**src/rtl/mem_stage.sv**
```systemverilog
// Pipeline MEM stage: word-addressed data memory with configurable access latency,
// a stall FSM that freezes upstream during multi-cycle accesses, and the MEM/WB register.
module mem_stage #(
  parameter int DEPTH_WORDS = 64,
  parameter int MEM_LATENCY = 2
) (
  input  logic        clk,
  input  logic        reset,
  input  logic        ex_valid,
  input  logic [31:0] ex_alu_result,
  input  logic [31:0] ex_store_data,
  input  logic [4:0]  ex_rd,
  input  logic        ex_reg_write,
  input  logic        ex_mem_read,
  input  logic        ex_mem_write,
  input  logic        ex_mem_to_reg,
  output logic        stall,
  output logic        wb_valid,
  output logic [4:0]  wb_rd,
  output logic        wb_reg_write,
  output logic [31:0] wb_data,
  output logic        err_addr
);

  localparam int IW = $clog2(DEPTH_WORDS);
  localparam int CW = (MEM_LATENCY > 2) ? $clog2(MEM_LATENCY - 1) : 1;

  typedef enum logic {IDLE, BUSY} state_t;

  typedef struct packed {
    logic [31:0] alu;
    logic [31:0] sd;
    logic [4:0]  rd;
    logic        rw;
    logic        mr;
    logic        mw;
    logic        m2r;
  } req_t;

  state_t          state_q, state_d;
  logic [CW-1:0]   cnt_q, cnt_d;
  req_t            lat_q, lat_d;
  req_t            ex_req, cur;
  logic            complete, mem_op, illegal, mem_we;
  logic [IW-1:0]   idx;
  logic [31:0]     rdata;
  logic [31:0]     mem [DEPTH_WORDS];

  logic            wb_valid_q, wb_valid_d;
  logic [4:0]      wb_rd_q, wb_rd_d;
  logic            wb_reg_write_q, wb_reg_write_d;
  logic [31:0]     wb_data_q, wb_data_d;
  logic            err_q, err_d;

  always_comb begin
    ex_req = '{alu: ex_alu_result, sd: ex_store_data, rd: ex_rd, rw: ex_reg_write,
               mr: ex_mem_read, mw: ex_mem_write, m2r: ex_mem_to_reg};
  end

  // In BUSY the upstream copy is ignored; the latched request drives everything.
  always_comb begin
    state_d  = state_q;
    cnt_d    = cnt_q;
    lat_d    = lat_q;
    complete = 1'b0;
    cur      = (state_q == BUSY) ? lat_q : ex_req;
    case (state_q)
      IDLE: begin
        if (ex_valid) begin
          if ((ex_mem_read || ex_mem_write) && (MEM_LATENCY > 1)) begin
            state_d = BUSY;
            cnt_d   = CW'(MEM_LATENCY - 2);
            lat_d   = ex_req;
          end else begin
            complete = 1'b1;
          end
        end
      end
      BUSY: begin
        if (cnt_q == '0) begin
          complete = 1'b1;
          state_d  = IDLE;
        end else begin
          cnt_d = cnt_q - CW'(1);
        end
      end
      default: state_d = IDLE;
    endcase
  end

  always_comb begin
    mem_op  = cur.mr | cur.mw;
    illegal = mem_op & ((cur.alu[1:0] != 2'b00) | (cur.mr & cur.mw));
    idx     = cur.alu[IW+1:2];
    rdata   = mem[idx];
    // Gate with reset so an access completing under reset never lands in memory.
    mem_we  = complete & cur.mw & ~illegal & ~reset;

    wb_valid_d     = complete;
    wb_reg_write_d = complete & cur.rw & ~illegal;
    err_d          = complete & illegal;
    wb_rd_d        = complete ? cur.rd : wb_rd_q;
    wb_data_d      = complete ? (cur.m2r ? rdata : cur.alu) : wb_data_q;
  end

  always_ff @(posedge clk or posedge reset) begin
    if (reset) begin
      state_q        <= IDLE;
      cnt_q          <= '0;
      lat_q          <= '0;
      wb_valid_q     <= 1'b0;
      wb_rd_q        <= '0;
      wb_reg_write_q <= 1'b0;
      wb_data_q      <= '0;
      err_q          <= 1'b0;
    end else begin
      state_q        <= state_d;
      cnt_q          <= cnt_d;
      lat_q          <= lat_d;
      wb_valid_q     <= wb_valid_d;
      wb_rd_q        <= wb_rd_d;
      wb_reg_write_q <= wb_reg_write_d;
      wb_data_q      <= wb_data_d;
      err_q          <= err_d;
    end
  end

  // Memory contents deliberately survive reset.
  always_ff @(posedge clk) begin
    if (mem_we) mem[idx] <= cur.sd;
  end

  assign stall        = (state_q == BUSY);
  assign wb_valid     = wb_valid_q;
  assign wb_rd        = wb_rd_q;
  assign wb_reg_write = wb_reg_write_q;
  assign wb_data      = wb_data_q;
  assign err_addr     = err_q;

endmodule

```
**config.mk**
```make
export PLATFORM = sky130hd
export DESIGN_NAME = mem_stage
export DESIGN_NICKNAME = d
export VERILOG_FILES = /design/src/rtl/mem_stage.sv
export SDC_FILE = /design/constraint.sdc
export NUM_CORES = 2
export LEC_CHECK = 0
export CELL_PAD_IN_SITES_DETAIL_PLACEMENT = 1
export CELL_PAD_IN_SITES_GLOBAL_PLACEMENT = 1
export CORE_ASPECT_RATIO = 0.7
export CORE_UTILIZATION = 27
export CTS_CLUSTER_DIAMETER = 200
export DETAILED_ROUTE_END_ITERATION = 8
export PLACE_DENSITY = 0.55
export SLEW_MARGIN = 15
export SYNTH_ARGS = -nofsm -noshare
export SYNTH_HDL_FRONTEND = slang
export SYNTH_SLANG_ARGS = --single-unit
```
**constraint.sdc**
```tcl
create_clock -name clk -period 5.25 [get_ports clk]
set_input_delay 1.575 -clock clk [delete_from_list [all_inputs] [get_ports clk]]
set_output_delay 1.575 -clock clk [all_outputs]
set_load 0.005 [all_outputs]
```
* Word-level counts from Yosys, hierarchy flattened *
Memory sizes are Yosys's and may differ from the RTL's.
Index checks and enable logic that the tools add are counted.

word-level totals
  register bits after elaboration = 115
  bits in writable memories = 2048
  bits of input ports = 76
  word-level logic and storage cells = 51
  memories = 1

memory list
  memory  words  bits a word  rd ports  clocked after memory_dff  wr ports  line  source
  mem     64     32           1         0                         1         47    logic [31:0] mem [DEPTH_WORDS];

cells by class
  add/sub/neg operators = 1
  equal/unequal tests = 2
  mux-type cells = 16
  bitwise operators = 13
  reductions and logical operators = 4

operators with widths
  operator               number
  $mux W73               1
  $mux W32               1
  $mux W1                11
  $and A1 B1 Y1          8
  $pmux W1 S2            3
  $ne A2 B2 Y1 const B   2
  $not A1 Y1             3
  $reduce_and A3 Y1      1
  $or A1 B1 Y1           2
  $reduce_and A2 Y1      1
  $reduce_bool A2 Y1     1
  $logic_or A1 B1 Y1     1
  $sub A1 B1 Y1 const B  1

* Longest topological paths before layout *
  depth after elaboration = 9
  mapped depth = 11
  depth with buffers taken out = 7

* Least setup slack after synthesis *
No wires, ideal clock.

  path type = input to register
  from = input ex_mem_write
  to = memory mem[47][0] (enable)
  arrival = 4.150 ns
  data required time = 4.829 ns
  path slack = 0.678 ns
  cell stages on the path = 6
  buffers on the path = 0
  cell sequence = nor2_1 > a21oi_1 > or2_2 > nor3_2 > nand2_1 > nor2_1

on the way
  longest elaborated chain between the ends = 9
  elaborated cells on any way between the ends = 15
  classes of those cells = mux (6); bitwise (8); reduce/logical (1)

RTL lines
  item                                            line    source
  start: declaration                              15      input logic ex_mem_write,
  $logic_or A1 B1 Y1 or $mux W73 (tied branches)  70, 66
  $mux W1 or $and A1 B1 Y1 (tied branches)        70, 93
  $mux W1 or $or A1 B1 Y1 (tied branches)         69, 93
  $pmux W1 S2 or $and A1 B1 Y1 (tied branches)    67, 93
  $and A1 B1 Y1 or $not A1 Y1 (tied branches)     97      mem_we = complete & cur.mw & ~illegal & ~reset;
  $and A1 B1 Y1 (*) (2 in a row)                  97
  $mux W1 (*)                                     130     if (mem_we) mem[idx] <= cur.sd;
  $mux W1 (not written as such) (*)               130
  end: declaration                                47

Mark *: on every way between the ends. The rest lies on a longest branch, timed or not.

* Final worst setup path *
  from = input ex_alu_result[3]
  to = register wb_data_q[5], in the netlist wb_data[5]

on the way
  longest elaborated chain between the ends = 3

RTL lines
  item                    line  source
  start: declaration      10    input logic [31:0] ex_alu_result,
  $mux W73                66    cur = (state_q == BUSY) ? lat_q : ex_req;
  $mem_v2 Z64 W32         -
  $mux W32                103   wb_data_d = complete ? (cur.m2r ? rdata : cur.alu) : wb_data_q;
  end signal: assignment  123   wb_data_q <= wb_data_d;
  end: declaration        52    logic [31:0] wb_data_q, wb_data_d;

Every way passes these cells.
A chain may end at the register's enable or synchronous reset.

==> qor.txt <==
Largest net degree at the start of global routing: 75
Synth Area in Simple Gates: 2.01%
Final GP Congestion: 0.839
Most common cell in the synthesized netlist: edfxtp_1
Non-Filler Instances: 8856
Mux cell area share after synthesis: 2.57%
Inst Count DP: 8497
Slowest CP cell: nor4_1
Mapped Cells: 4310
Main combinational cell family by area after synthesis: compound AO/OA/AOI/OAI gates
Initial antenna violation count: 19
Post-CTS Setup Inserts: 0
Worst R2R Start: stall$_DFF_PP0_
FF+latch count, synth: 2162
RSZ-0062 raised after global routing: no
Layout cells sized above 1: 20.1%
Vias/cell: 5.59
CORE AREA: 292000 sq um
Syn Area/Cell: 18.4 sq um
Root Buffer Master: clkbuf_16
Row cnt: 166
H-tree depth: 4
Internal power: 28600 uW
Hpwl dp: 192000 um
CTS Hold Bufs: 0
DR top layer: met5
Met3 wire length: 30100 um
# DRC: 0
CTS Buffer Depth: 4
Area after DPL: 89700 sq um
Hold Crit Class: flip-flop to flip-flop
Startpoint Class: input port
Global-route wire length before repair: 422000 um
Via count: 49500
Share of the synthesized area in the top cell type: 77.5%
DR WL/cell: 35.2 um
Worst hold margin: 0.486 ns
Post-synth ARST share: 5.27%
Synth Area in XOR/XNOR: 0%
Syn nets: 4386
WP data arrival: 5.58 ns
Initial DRC Count: 6886
Synth area leader: edfxtp_1
Crit Path Max Fanout: 31
Final setup TNS: 0 ns
CP Data Required Time: 5.98 ns
Crit-path leading delay family: simple AND/OR/NAND/NOR gates
ANT nets after route: 0
Synth unique cells: 46
Power density cells: 399 nW/um^2
Seq/Total Area, Yosys: 81.1%
Tmin final: 4.85 ns
Die span in y: 455 um
Fin area: 95900 sq um
Worst setup path category: input port to flip-flop
Ys Warns: 0
Combinational power share: 10.8%
Clock network fraction of total power: 37.8%
Die Area: 296000 sq um
Final net count: 4908
Hold path start: wb_rd[3]$_DFFE_PP0P_
Final Util: 32.8%
Sequential Power Share: 51.5%
Total length of routed wires: 312000 um
Max-Cap Viols: 0
Slew @ Worst Pin: 1.24 ns
Max Fclk: 206 MHz
Final setup violating endpoints: 0
Pins Over Slew Limit: 0
Worst-skew pair later-pin latency: 0.88 ns
CTS tree: done
Period utilization: 92.3%
CP max stage delay: 0.98 ns
Switching Fraction: 25.3%
Synth area leaders: edfxtp_1 78%, a22oi_1 8.5%, dfrtp_1 3.6%, a41oi_1 2.0%, mux2_2 1.8%
CP cell instances: clkdlybuf4s50_1 > and4bb_2 > or2_4 > buf_12 > buf_4 > a22oi_1 > a41oi_1 > buf_4 > nor4_1 > buf_4 > a21oi_1 > o22a_1
EDFF count, synth: 2048
Most frequent cells after synthesis: 2048 x edfxtp_1, 898 x a22oi_1, 181 x a41oi_1
TritonCTS sink count: 2162
Worst Clk Skew: 0.0656 ns
Die W: 650 um
Peak supply drop: 0.000234 V
Wl on met1: 141000 um
I/O pin count: 117
Status: finished, final reports clean
Overall global routing resource usage: 20.5%
Sw Pwr: 9700 uW
Starting Density: 27.1%
WL met2: 132000 um
Ys flop type: edfxtp_1
Port Buf Inserts: 116
Complex-gate fraction of the synthesized area: 12.6%
CTS buffer count: 196
Pleak: 0.0290 uW
Adder-cell share of the synthesized area: 0%
Synth Cell Area: 79300 sq um
Vias in the first global route: 47700
Hold violation count in the final report: 0
Worst Setup SP: ex_alu_result[3]
Clk slew on worst S/H paths: 0.07 ns
Area Overhead vs Synth: 21.0%
WP buf/inv: 5
Grt ovf: 0
First drt pass iteration count: 6
Cell mode on critical path: buf_4
Critical Path End Type: flip-flop
Post-cts sizing count: 0
Headroom to the max-slew limit: 17.4%
## layout make-up
type	instances	area (sq um)
Fill cell	29400	196000
Sequential cell	2162	64400
Multi-Input combinational cell	1858	14300
Timing Repair Buffer	611	6200
Clock buffer	260	5330
Tap cell	3864	4830
Clock inverter	92	851
Inverter	3	16.3
Antenna cell	6	15.0
## power groups by stage
stage | Clock, uW | Sequential (uW) | Combinational [uW]
2_1_floorplan | 0 | 19900 | 1650
3_3_place_gp | 0 | 20100 | 3990
3_5_place_dp | 0 | 20100 | 4050
4_1_cts | 14600 | 19700 | 4060
5_1_grt | 15200 | 19700 | 4250
6_report | 14500 | 19700 | 4130
## worst reg2reg max path: cells and delay by family (launching register included)
| family | cells | cell delay (ns) |
|---|---|---|
| AO/OA/AOI/OAI | 4 | 0.54 |
| buffers and inverters | 5 | 1.41 |
| flip-flops | 1 | 0.78 |
| AND/OR/NAND/NOR | 3 | 1.76 |
## flip-flops by register name, summed over array words and instances, names as in the netlist
register / flops
mem: 2048
lat_q: 73
wb_data: 32
wb_rd: 5
err_addr: 1
stall: 1
wb_reg_write: 1
wb_valid: 1
## final timing paths
path | to | cells after the start | slack (ns)
max in group asynchronous | lat_q[15]$_DFFE_PP0P_ | 3 | 3.03
setup reg to reg | wb_data[5]$_DFFE_PP0P_ | 12 | 0.65
hold reg to reg | wb_rd[3]$_DFFE_PP0P_ | 2 | 0.49
hold / removal | wb_rd[3]$_DFFE_PP0P_ | 2 | 0.49
min in group asynchronous | lat_q[0]$_DFFE_PP0P_ | 2 | 1.33
setup / recovery | wb_data[5]$_DFFE_PP0P_ | 12 | 0.40
## metrics by stage
stage	total power [uW]	worst slack, ns
2_1_floorplan	21600	0.659
3_3_place_gp	24100	-0.448
3_5_place_dp	24100	-0.350
4_1_cts	38400	0.541
5_1_grt	39200	0.428
6_report	38300	0.405
## kinds of logic (layout without fill, tap and decap cells)
kind of cell | count (synthesis) | count (layout)
and+or+nand+nor | 333 | 333
DFF | 2162 | 2162
muxes | 186 | 186
other | 0 | 6
buffers and inverters | 290 | 966
AOI/OAI and AO/OA | 1339 | 1339
## per-layer routing
metal / track usage, % / vias up
met4: 4.98 / 4
li1: - / 19300
met1: 31.2 / 27200
met3: 4.27 / 382
met2: 29.4 / 2674
met5: 0 / -
## cell usage in the layout, fill, tap and decap left out, drive strengths merged, types with 2 or more instances in the layout
master         instances
a21oi                 83
a221oi                27
a222oi                24
a22o                   3
a22oi                898
a31oi                 75
a41oi                181
and4b                  4
and4bb                 2
buf                  495
bufinv                15
clkbuf               260
clkdlybuf4s50        116
clkinv                69
clkinvlp               4
dfrtp                114
diode                  6
edfxtp              2048
inv                    7
mux2                 135
mux2i                 51
nand2                 95
nand2b                 2
nand3                 42
nand3b                 2
nand4                 15
nor2                  86
nor3                  33
nor4                  34
nor4b                  4
nor4bb                 4
o21a                   2
o21ai                 33
o22a                   5
o22ai                  3
or2                    9
No activity file was read; power rests on OpenSTA's default activity.
